==> config.mk <==
export PLATFORM = sky130hd
export DESIGN_NAME = move_stack_flat
export DESIGN_NICKNAME = d
export VERILOG_FILES = /design/src/rtl/move_stack_pkg.sv /design/src/rtl/move_stack_if.sv /design/src/rtl/move_stack_mem.sv /design/src/rtl/move_stack.sv /design/src/flat_wrapper.sv
export SDC_FILE = /design/constraint.sdc
export NUM_CORES = 1
export LEC_CHECK = 0
export ABC_AREA = 1
export CORE_ASPECT_RATIO = 0.6
export CORE_MARGIN = 4
export CORE_UTILIZATION = 57
export CTS_CLUSTER_SIZE = 10
export DETAILED_ROUTE_END_ITERATION = 10
export PLACE_DENSITY = 0.74
export SLEW_MARGIN = 20
export SYNTH_ARGS = -nofsm -noshare
export SYNTH_HDL_FRONTEND = slang
export SYNTH_SLANG_ARGS = --single-unit
==> constraint.sdc <==
create_clock -name clk -period 8.6 [get_ports clk]
set_input_delay 2.58 -clock clk [delete_from_list [all_inputs] [get_ports clk]]
set_output_delay 2.58 -clock clk [all_outputs]
set_load 0.01 [all_outputs]
==> src/rtl/move_stack_pkg.sv <==
// Shared types and constants for the ant move stack: direction codes, FSM states
// and a modulo helper for the circular-buffer pointers.
package move_stack_pkg;

    localparam int MOVE_W    = 3;
    localparam int DEPTH_DEF = 32;

    typedef enum logic [2:0] {
        DIR_N  = 3'd0,
        DIR_NE = 3'd1,
        DIR_E  = 3'd2,
        DIR_SE = 3'd3,
        DIR_S  = 3'd4,
        DIR_SW = 3'd5,
        DIR_W  = 3'd6,
        DIR_NW = 3'd7
    } dir_t;

    typedef enum logic {
        ST_IDLE  = 1'b0,
        ST_DRAIN = 1'b1
    } state_t;

    // Single conditional subtract: callers never pass more than 2*depth-1,
    // so this works for any depth, power of two or not.
    function automatic int wrap_idx(input int idx, input int depth);
        return (idx >= depth) ? idx - depth : idx;
    endfunction

endpackage

==> src/rtl/move_stack_if.sv <==
// Bus between the ant FSM (master) and the move stack (slave).
interface move_stack_if
    import move_stack_pkg::*;
#(
    parameter int W     = MOVE_W,
    parameter int DEPTH = DEPTH_DEF
);
    localparam int CW = $clog2(DEPTH + 1);

    logic          push;
    logic          pop;
    logic [W-1:0]  move_in;
    logic          clear;
    logic          drain;

    // pop_out is qualified by pop_valid, a one-cycle pulse per emitted move.
    // There is no ready: the consumer must take every pulse on the cycle it appears.
    logic [W-1:0]  top_move;
    logic [W-1:0]  pop_out;
    logic          pop_valid;
    logic [CW-1:0] count;
    logic          full;
    logic          empty;
    logic          busy;
    logic          overflow;
    logic          underflow;
    state_t        dbg_state;

    modport master (
        output push, pop, move_in, clear, drain,
        input  top_move, pop_out, pop_valid, count, full, empty, busy,
               overflow, underflow, dbg_state
    );

    modport slave (
        input  push, pop, move_in, clear, drain,
        output top_move, pop_out, pop_valid, count, full, empty, busy,
               overflow, underflow, dbg_state
    );

endinterface

==> src/rtl/move_stack_mem.sv <==
// DEPTH x W register array: one synchronous write port, one combinational read port.
module move_stack_mem #(
    parameter int W     = 3,
    parameter int DEPTH = 32,
    parameter int AW    = $clog2(DEPTH)
) (
    input  logic          clk,
    input  logic          we,
    input  logic [AW-1:0] waddr,
    input  logic [W-1:0]  wdata,
    input  logic [AW-1:0] raddr,
    output logic [W-1:0]  rdata
);

    logic [W-1:0] mem [DEPTH];

    always_ff @(posedge clk) begin
        if (we) begin
            mem[waddr] <= wdata;
        end
    end

    assign rdata = mem[raddr];

endmodule

==> src/rtl/move_stack.sv <==
// Clocked LIFO of ant moves over a circular buffer (base = oldest entry), with
// overflow policy, sticky error flags, registered pop output and a drain mode.
module move_stack
    import move_stack_pkg::*;
#(
    parameter int W           = MOVE_W,
    parameter int DEPTH       = DEPTH_DEF,
    parameter bit DROP_OLDEST = 1'b1
) (
    input  logic         clk,
    input  logic         resetn,
    move_stack_if.slave  bus
);

    localparam int AW = $clog2(DEPTH);
    localparam int CW = $clog2(DEPTH + 1);

    state_t        state_q;
    state_t        state_nxt;
    logic [AW-1:0] base_q;
    logic [AW-1:0] base_d;
    logic [CW-1:0] count_q;
    logic [CW-1:0] count_d;
    logic [W-1:0]  pop_out_q;
    logic [W-1:0]  pop_out_d;
    logic          pop_valid_q;
    logic          pop_valid_d;
    logic          ovf_q;
    logic          ovf_d;
    logic          udf_q;
    logic          udf_d;

    logic          full;
    logic          empty;
    logic [AW-1:0] top_idx;
    logic [AW-1:0] push_idx;
    logic [AW-1:0] base_inc;

    logic          mem_we;
    logic [AW-1:0] mem_waddr;
    logic [W-1:0]  mem_wdata;
    logic [W-1:0]  mem_rdata;

    assign full  = (count_q == CW'(DEPTH));
    assign empty = (count_q == '0);

    // When empty the top index is meaningless; park it on base so the read
    // address always stays inside the array.
    assign top_idx  = empty ? base_q
                            : AW'(wrap_idx(int'(base_q) + int'(count_q) - 1, DEPTH));
    // When full this lands on base, i.e. the oldest slot, which is what the
    // drop-oldest overwrite needs.
    assign push_idx = AW'(wrap_idx(int'(base_q) + int'(count_q), DEPTH));
    assign base_inc = AW'(wrap_idx(int'(base_q) + 1, DEPTH));

    move_stack_mem #(
        .W     (W),
        .DEPTH (DEPTH),
        .AW    (AW)
    ) u_mem (
        .clk   (clk),
        .we    (mem_we),
        .waddr (mem_waddr),
        .wdata (mem_wdata),
        .raddr (top_idx),
        .rdata (mem_rdata)
    );

    // State register
    always_ff @(posedge clk) begin
        if (!resetn) begin
            state_q <= ST_IDLE;
        end else begin
            state_q <= state_nxt;
        end
    end

    // Next-state logic
    always_comb begin
        state_nxt = state_q;
        case (state_q)
            ST_IDLE: begin
                if (!bus.clear && bus.drain && !empty) begin
                    state_nxt = ST_DRAIN;
                end
            end
            ST_DRAIN: begin
                if (bus.clear || count_q == CW'(1)) begin
                    state_nxt = ST_IDLE;
                end
            end
            default: state_nxt = ST_IDLE;
        endcase
    end

    // Output / datapath control
    always_comb begin
        base_d      = base_q;
        count_d     = count_q;
        pop_out_d   = pop_out_q;
        pop_valid_d = 1'b0;
        ovf_d       = ovf_q;
        udf_d       = udf_q;
        mem_we      = 1'b0;
        mem_waddr   = push_idx;
        mem_wdata   = bus.move_in;

        if (bus.clear) begin
            base_d  = '0;
            count_d = '0;
            ovf_d   = 1'b0;
            udf_d   = 1'b0;
        end else begin
            case (state_q)
                ST_IDLE: begin
                    if (bus.drain) begin
                        // Drain owns the cycle; the state change is all there is to do.
                        base_d = base_q;
                    end else if (bus.push && bus.pop && !empty) begin
                        pop_out_d   = mem_rdata;
                        pop_valid_d = 1'b1;
                        mem_we      = 1'b1;
                        mem_waddr   = top_idx;
                    end else if (bus.push) begin
                        if (!full) begin
                            mem_we  = 1'b1;
                            count_d = count_q + CW'(1);
                        end else begin
                            ovf_d = 1'b1;
                            if (DROP_OLDEST) begin
                                mem_we = 1'b1;
                                base_d = base_inc;
                            end
                        end
                    end else if (bus.pop) begin
                        if (!empty) begin
                            pop_out_d   = mem_rdata;
                            pop_valid_d = 1'b1;
                            count_d     = count_q - CW'(1);
                        end else begin
                            udf_d = 1'b1;
                        end
                    end
                end
                ST_DRAIN: begin
                    pop_out_d   = mem_rdata;
                    pop_valid_d = 1'b1;
                    count_d     = count_q - CW'(1);
                end
                default: begin
                    count_d = count_q;
                end
            endcase
        end
    end

    always_ff @(posedge clk) begin
        if (!resetn) begin
            base_q      <= '0;
            count_q     <= '0;
            pop_out_q   <= '0;
            pop_valid_q <= 1'b0;
            ovf_q       <= 1'b0;
            udf_q       <= 1'b0;
        end else begin
            base_q      <= base_d;
            count_q     <= count_d;
            pop_out_q   <= pop_out_d;
            pop_valid_q <= pop_valid_d;
            ovf_q       <= ovf_d;
            udf_q       <= udf_d;
        end
    end

    assign bus.top_move  = empty ? '0 : mem_rdata;
    assign bus.pop_out   = pop_out_q;
    assign bus.pop_valid = pop_valid_q;
    assign bus.count     = count_q;
    assign bus.full      = full;
    assign bus.empty     = empty;
    assign bus.busy      = (state_q == ST_DRAIN);
    assign bus.overflow  = ovf_q;
    assign bus.underflow = udf_q;
    assign bus.dbg_state = state_q;

endmodule

==> src/flat_wrapper.sv <==
// flat-port wrapper written by rule: the top's interface ports become plain ports
module move_stack_flat import move_stack_pkg::*;
#(
    parameter int W           = MOVE_W,
    parameter int DEPTH       = DEPTH_DEF,
    parameter bit DROP_OLDEST = 1'b1
)
  (clk, resetn, bus_push, bus_pop, bus_move_in, bus_clear, bus_drain, bus_top_move, bus_pop_out, bus_pop_valid, bus_count, bus_full, bus_empty, bus_busy, bus_overflow, bus_underflow, bus_dbg_state);
  move_stack_if #(.W(W), .DEPTH(DEPTH)) bus_i ();
  input  logic clk;
  input  logic resetn;
  input wire logic [$bits(bus_i.push)-1:0] bus_push;
  input wire logic [$bits(bus_i.pop)-1:0] bus_pop;
  input wire logic [$bits(bus_i.move_in)-1:0] bus_move_in;
  input wire logic [$bits(bus_i.clear)-1:0] bus_clear;
  input wire logic [$bits(bus_i.drain)-1:0] bus_drain;
  output wire logic [$bits(bus_i.top_move)-1:0] bus_top_move;
  output wire logic [$bits(bus_i.pop_out)-1:0] bus_pop_out;
  output wire logic [$bits(bus_i.pop_valid)-1:0] bus_pop_valid;
  output wire logic [$bits(bus_i.count)-1:0] bus_count;
  output wire logic [$bits(bus_i.full)-1:0] bus_full;
  output wire logic [$bits(bus_i.empty)-1:0] bus_empty;
  output wire logic [$bits(bus_i.busy)-1:0] bus_busy;
  output wire logic [$bits(bus_i.overflow)-1:0] bus_overflow;
  output wire logic [$bits(bus_i.underflow)-1:0] bus_underflow;
  output wire logic [$bits(bus_i.dbg_state)-1:0] bus_dbg_state;
  assign bus_i.push = bus_push;
  assign bus_i.pop = bus_pop;
  assign bus_i.move_in = bus_move_in;
  assign bus_i.clear = bus_clear;
  assign bus_i.drain = bus_drain;
  assign bus_top_move = bus_i.top_move;
  assign bus_pop_out = bus_i.pop_out;
  assign bus_pop_valid = bus_i.pop_valid;
  assign bus_count = bus_i.count;
  assign bus_full = bus_i.full;
  assign bus_empty = bus_i.empty;
  assign bus_busy = bus_i.busy;
  assign bus_overflow = bus_i.overflow;
  assign bus_underflow = bus_i.underflow;
  assign bus_dbg_state = bus_i.dbg_state;
  move_stack #(.W(W), .DEPTH(DEPTH), .DROP_OLDEST(DROP_OLDEST)) u_core (.clk(clk), .resetn(resetn), .bus(bus_i));
endmodule
==> results <==
- The critical path data arrival time is 4010 ps.
- For this run, the share of the core covered by cells in the final layout is 0.682.
- The number of antenna violations at the first check in global routing was 0.
- In the final timing run, aggregate negative setup slack is 0 ps.
- The global-route congestion overflow total is 0.
- Summing internal, switching and leakage power gives 1.59 mW.
- Of the synthesized area, sequential elements account for 0.562.
- Across the routed clock network, the largest skew measured is 8.06 ps.
- The effective utilization at floorplan is 0.584.
- The critical path start-end classification is register to output pin.
- The final RePlAce weighted congestion is 0.902.
- 28 I/O pins were placed.
- The number of standard cells in the final layout excluding fillers is 840.
- Counting the buffers created by CTS gives 17.
- The final number of setup-violating endpoints is 0.
- The type of destination of the critical path is an output pin.
- The post-layout worst setup margin is 2010 ps.
- The mean cell area of the mapped netlist is 8.74 µm².
- In the final routed layout, each cell accounts on average for 17.4 µm.
- The post-CTS setup buffer count is 0.
- The worst-case setup slack after placement is 2450 ps.
- The number of different library cells used by synthesis comes to 35.
- Dividing the final minimum period by the clock period gives 0.766.
- The height of the chip is 85.9 µm.
- In this run the cell area measured after placement is 6130 µm².
- The synthesized cell area is 5770 µm².
- The count of final hold-check violations is 0.
- The clock drives 114 sinks.
- After clock tree synthesis, the clock-pin slew on the worst setup and hold paths is 50 ps.
- The fraction of final layout cells sized beyond drive strength 1 is 0.0766.
- The antenna cell count is 0.
- The count of TritonRoute iterations in the first routing pass is 6.
- After technology mapping, the gate count stands at 660.
- Entering global routing, the biggest net connects 43 pins.
- The sort of element at the start of the critical path is a register.
- The number of global-route vias before repair came to 4300.
- The critical path required time is 6020 ps.
- The leakage power figure is 2.91 nW.
- The peak per-stage delay on the critical path is 540 ps.
- At the later pin of the worst-skew pair, clock insertion delay measures 420 ps.
- For this run, the top clock speed supported by timing is 152 MHz.
- edfxtp_1 takes more of the synthesized area than any other cell.
- The most used flip-flop cell after synthesis is edfxtp_1.
- The transition at the pin with the smallest max-transition slack is 925 ps.
- Walking the worst path, the cells encountered are inv_1 > ha_1 > nand3_2 > nand2_2 > nand2_1 > buf_4 > nand2_1 > nand2_1 > nand2_1 > nand3_1 > nand3_1 > nand3_1 > nand2_1 > nor2_1 > clkdlybuf4s50_1.
- Yosys printed 0 warnings.
- The placement row count is 28.
- Of all flip-flops after synthesis, the portion carrying an async set or reset was 0.
- The master cell of the clock root buffer is clkbuf_16.
- The minimum clock period after layout is 6590 ps.
- The share of the synthesized area in the top cell type is 0.500.
- The cell repeated most along the worst path is nand2_1.
- The core region is 9880 µm².
- The via count is 4675.
- The x dimension of the die is 138 µm.
- The final hold slack is 456 ps.
- Among cell families on the critical path, the largest total delay comes from simple AND/OR/NAND/NOR gates.
- In this run, synthesis produced a sequential element count of 114.
- After the last flow step, the layout net total stands at 711.
- The total buffers and inverters traversed by the critical path is 3.
- Along the worst path, the maximum fanout reaches 34.
- The count of max-cap constraint violations is 0.
- By area the synthesized netlist is led by edfxtp_1 50%, nand2_1 10%, nand3_1 9.7%.
- The H-tree was split into 4 levels.
- Counting every net in the synthesized netlist gives 679.
- VDD sags by at most 0.000188 V.
- Setup repair after global routing left no endpoint under its margin.
- After clock tree synthesis, the flow added hold-fix buffers numbering 0.
- The number of placed instances, taps included, is 808.
- After detailed routing, the total wire length is 14600 µm.
- The worst hold path belongs to the class register to register.
- For this design the ratio of total power to cell area is 236 nW/µm².
- The area growth from synthesis to layout is 16.7%.
- The area of the die is 11800 µm².
- The clock passes through at most 2 buffers.
- Across every metal layer, demand over resource in global routing totals 0.266.
- For this block, the initial DRC count from the detailed router was 556.
- Measured against its own limit, the worst slew margin works out to 0.378.
- The flow ran to the end, and the final reports show no timing, DRC or antenna violations.
- Post-CTS repair changed the size of 0 cells.
- Port buffering added 27 buffers.
- The finished cells cover 6740 µm².
- Once detailed placement completed, the half-perimeter wirelength came to 10100 µm.
- The slowest stage of the critical path belongs to the cell clkdlybuf4s50_1.
- The global-route wire length before repair is 23200 µm.
- The number of synthesized flops with an enable pin is 96.
- The number of vias per cell is 5.57.
- The TritonCTS clock tree is yes.
- The final-report max-slew violation count is 0.
- Once detail routing completed, the nets flagged for antenna violations numbered 0.
- After detailed routing, the number of remaining DRC violations is 0.
[final cells by class]
cell class / instances / area (µm²)
tap: 135 / 169
clock inverter: 5 / 31.3
sequential: 114 / 3240
clock buffer: 27 / 578
timing repair buffer: 32 / 308
multi-input combinational: 398 / 1920
inverter: 129 / 485
fill: 780 / 3140
[worst register-to-register path, stage by stage (launching register included)]
cell and delay, ps:
dfxtp_1 380, inv_1 170, ha_1 310, nand3_2 360
nand2_2 310, nand2_1 350, buf_4 390, o21ai_1 260
nand3_1 500, nor2_1 440
[cell usage in the layout, fill, tap and decap left out, types with 2 or more instances in the layout]
cell type	count
clkbuf_16	21
nor2_4	2
clkdlybuf4s50_1	27
nand4_1	6
nand3b_1	3
nand2_2	3
inv_4	2
xnor2_1	2
nor2_1	51
o21ai_0	17
buf_4	5
dfxtp_1	18
inv_1	124
o21ai_1	2
nand3_1	112
nand2_1	156
a21oi_1	19
clkbuf_8	3
clkbuf_1	3
ha_1	9
nor2_2	2
o21ai_2	3
clkinv_2	3
edfxtp_1	96
inv_2	4
[cell families (layout without fill, tap and decap cells)]
logic type / count (synthesis) / in the layout / share of synthesized area
and+or+nand+nor: 341 / 341 / 0.262
buffers and inverters: 148 / 193 / 0.105
DFF: 114 / 114 / 0.562
AOI/OAI and AO/OA: 44 / 44 / 0.0432
adders and majority gates: 10 / 10 / 0.0230
xor gates and xnor gates: 3 / 3 / 0.00456
[per-layer routing]
metal	vias to the layer above	routed length, µm	track usage
li1	2205	-	-
met2	239	5800	0.336
met4	0	239	0.0924
met5	-	0	0
met3	24	1760	0.116
met1	2207	6790	0.400
[power by group]
group	leakage, nW	internal [mW]	switching, mW	total, mW
combinational	1.60	0.0836	0.187	0.271
sequential	1.01	0.603	0.00432	0.607
clock	0.305	0.460	0.249	0.709
total	2.91	1.15	0.440	1.59
[sequential cells by signal, summed over array words and instances (netlist names)]
| signal | flops |
|---|---|
| u_core.bus.underflow | 1 |
| u_core.bus.pop_out | 3 |
| u_core.bus.pop_valid | 1 |
| u_core.bus.count | 6 |
| u_core.u_mem.mem | 96 |
| u_core.bus.overflow | 1 |
| u_core.bus.busy | 1 |
| u_core.base_q | 5 |
[worst paths after layout]
check | from | to | slack [ps] | cells after the start
min | u_core.bus.underflow$_SDFFE_PP0P_ | u_core.bus.underflow$_SDFFE_PP0P_ | 460 | 2
max | u_core.bus.count[1]$_SDFFE_PP0P_ | bus_top_move[2] | 2010 | 15
min reg2reg | u_core.bus.underflow$_SDFFE_PP0P_ | u_core.bus.underflow$_SDFFE_PP0P_ | 460 | 2
max reg2reg | u_core.bus.count[1]$_SDFFE_PP0P_ | u_core.u_mem.mem[20][1]$_DFFE_PP_ | 4790 | 9
[synthesized netlist by cell type, types with 3 or more instances]
cell type	n
nand2_1	156
inv_1	124
nand3_1	112
edfxtp_1	96
nor2_1	51
a21oi_1	19
dfxtp_1	18
o21ai_0	17
buf_2	9
ha_1	9
buf_4	6
nand4_1	6
inv_2	4
nand2_2	3
nand3b_1	3
o21ai_2	3
(Power assumes the default switching activity.)
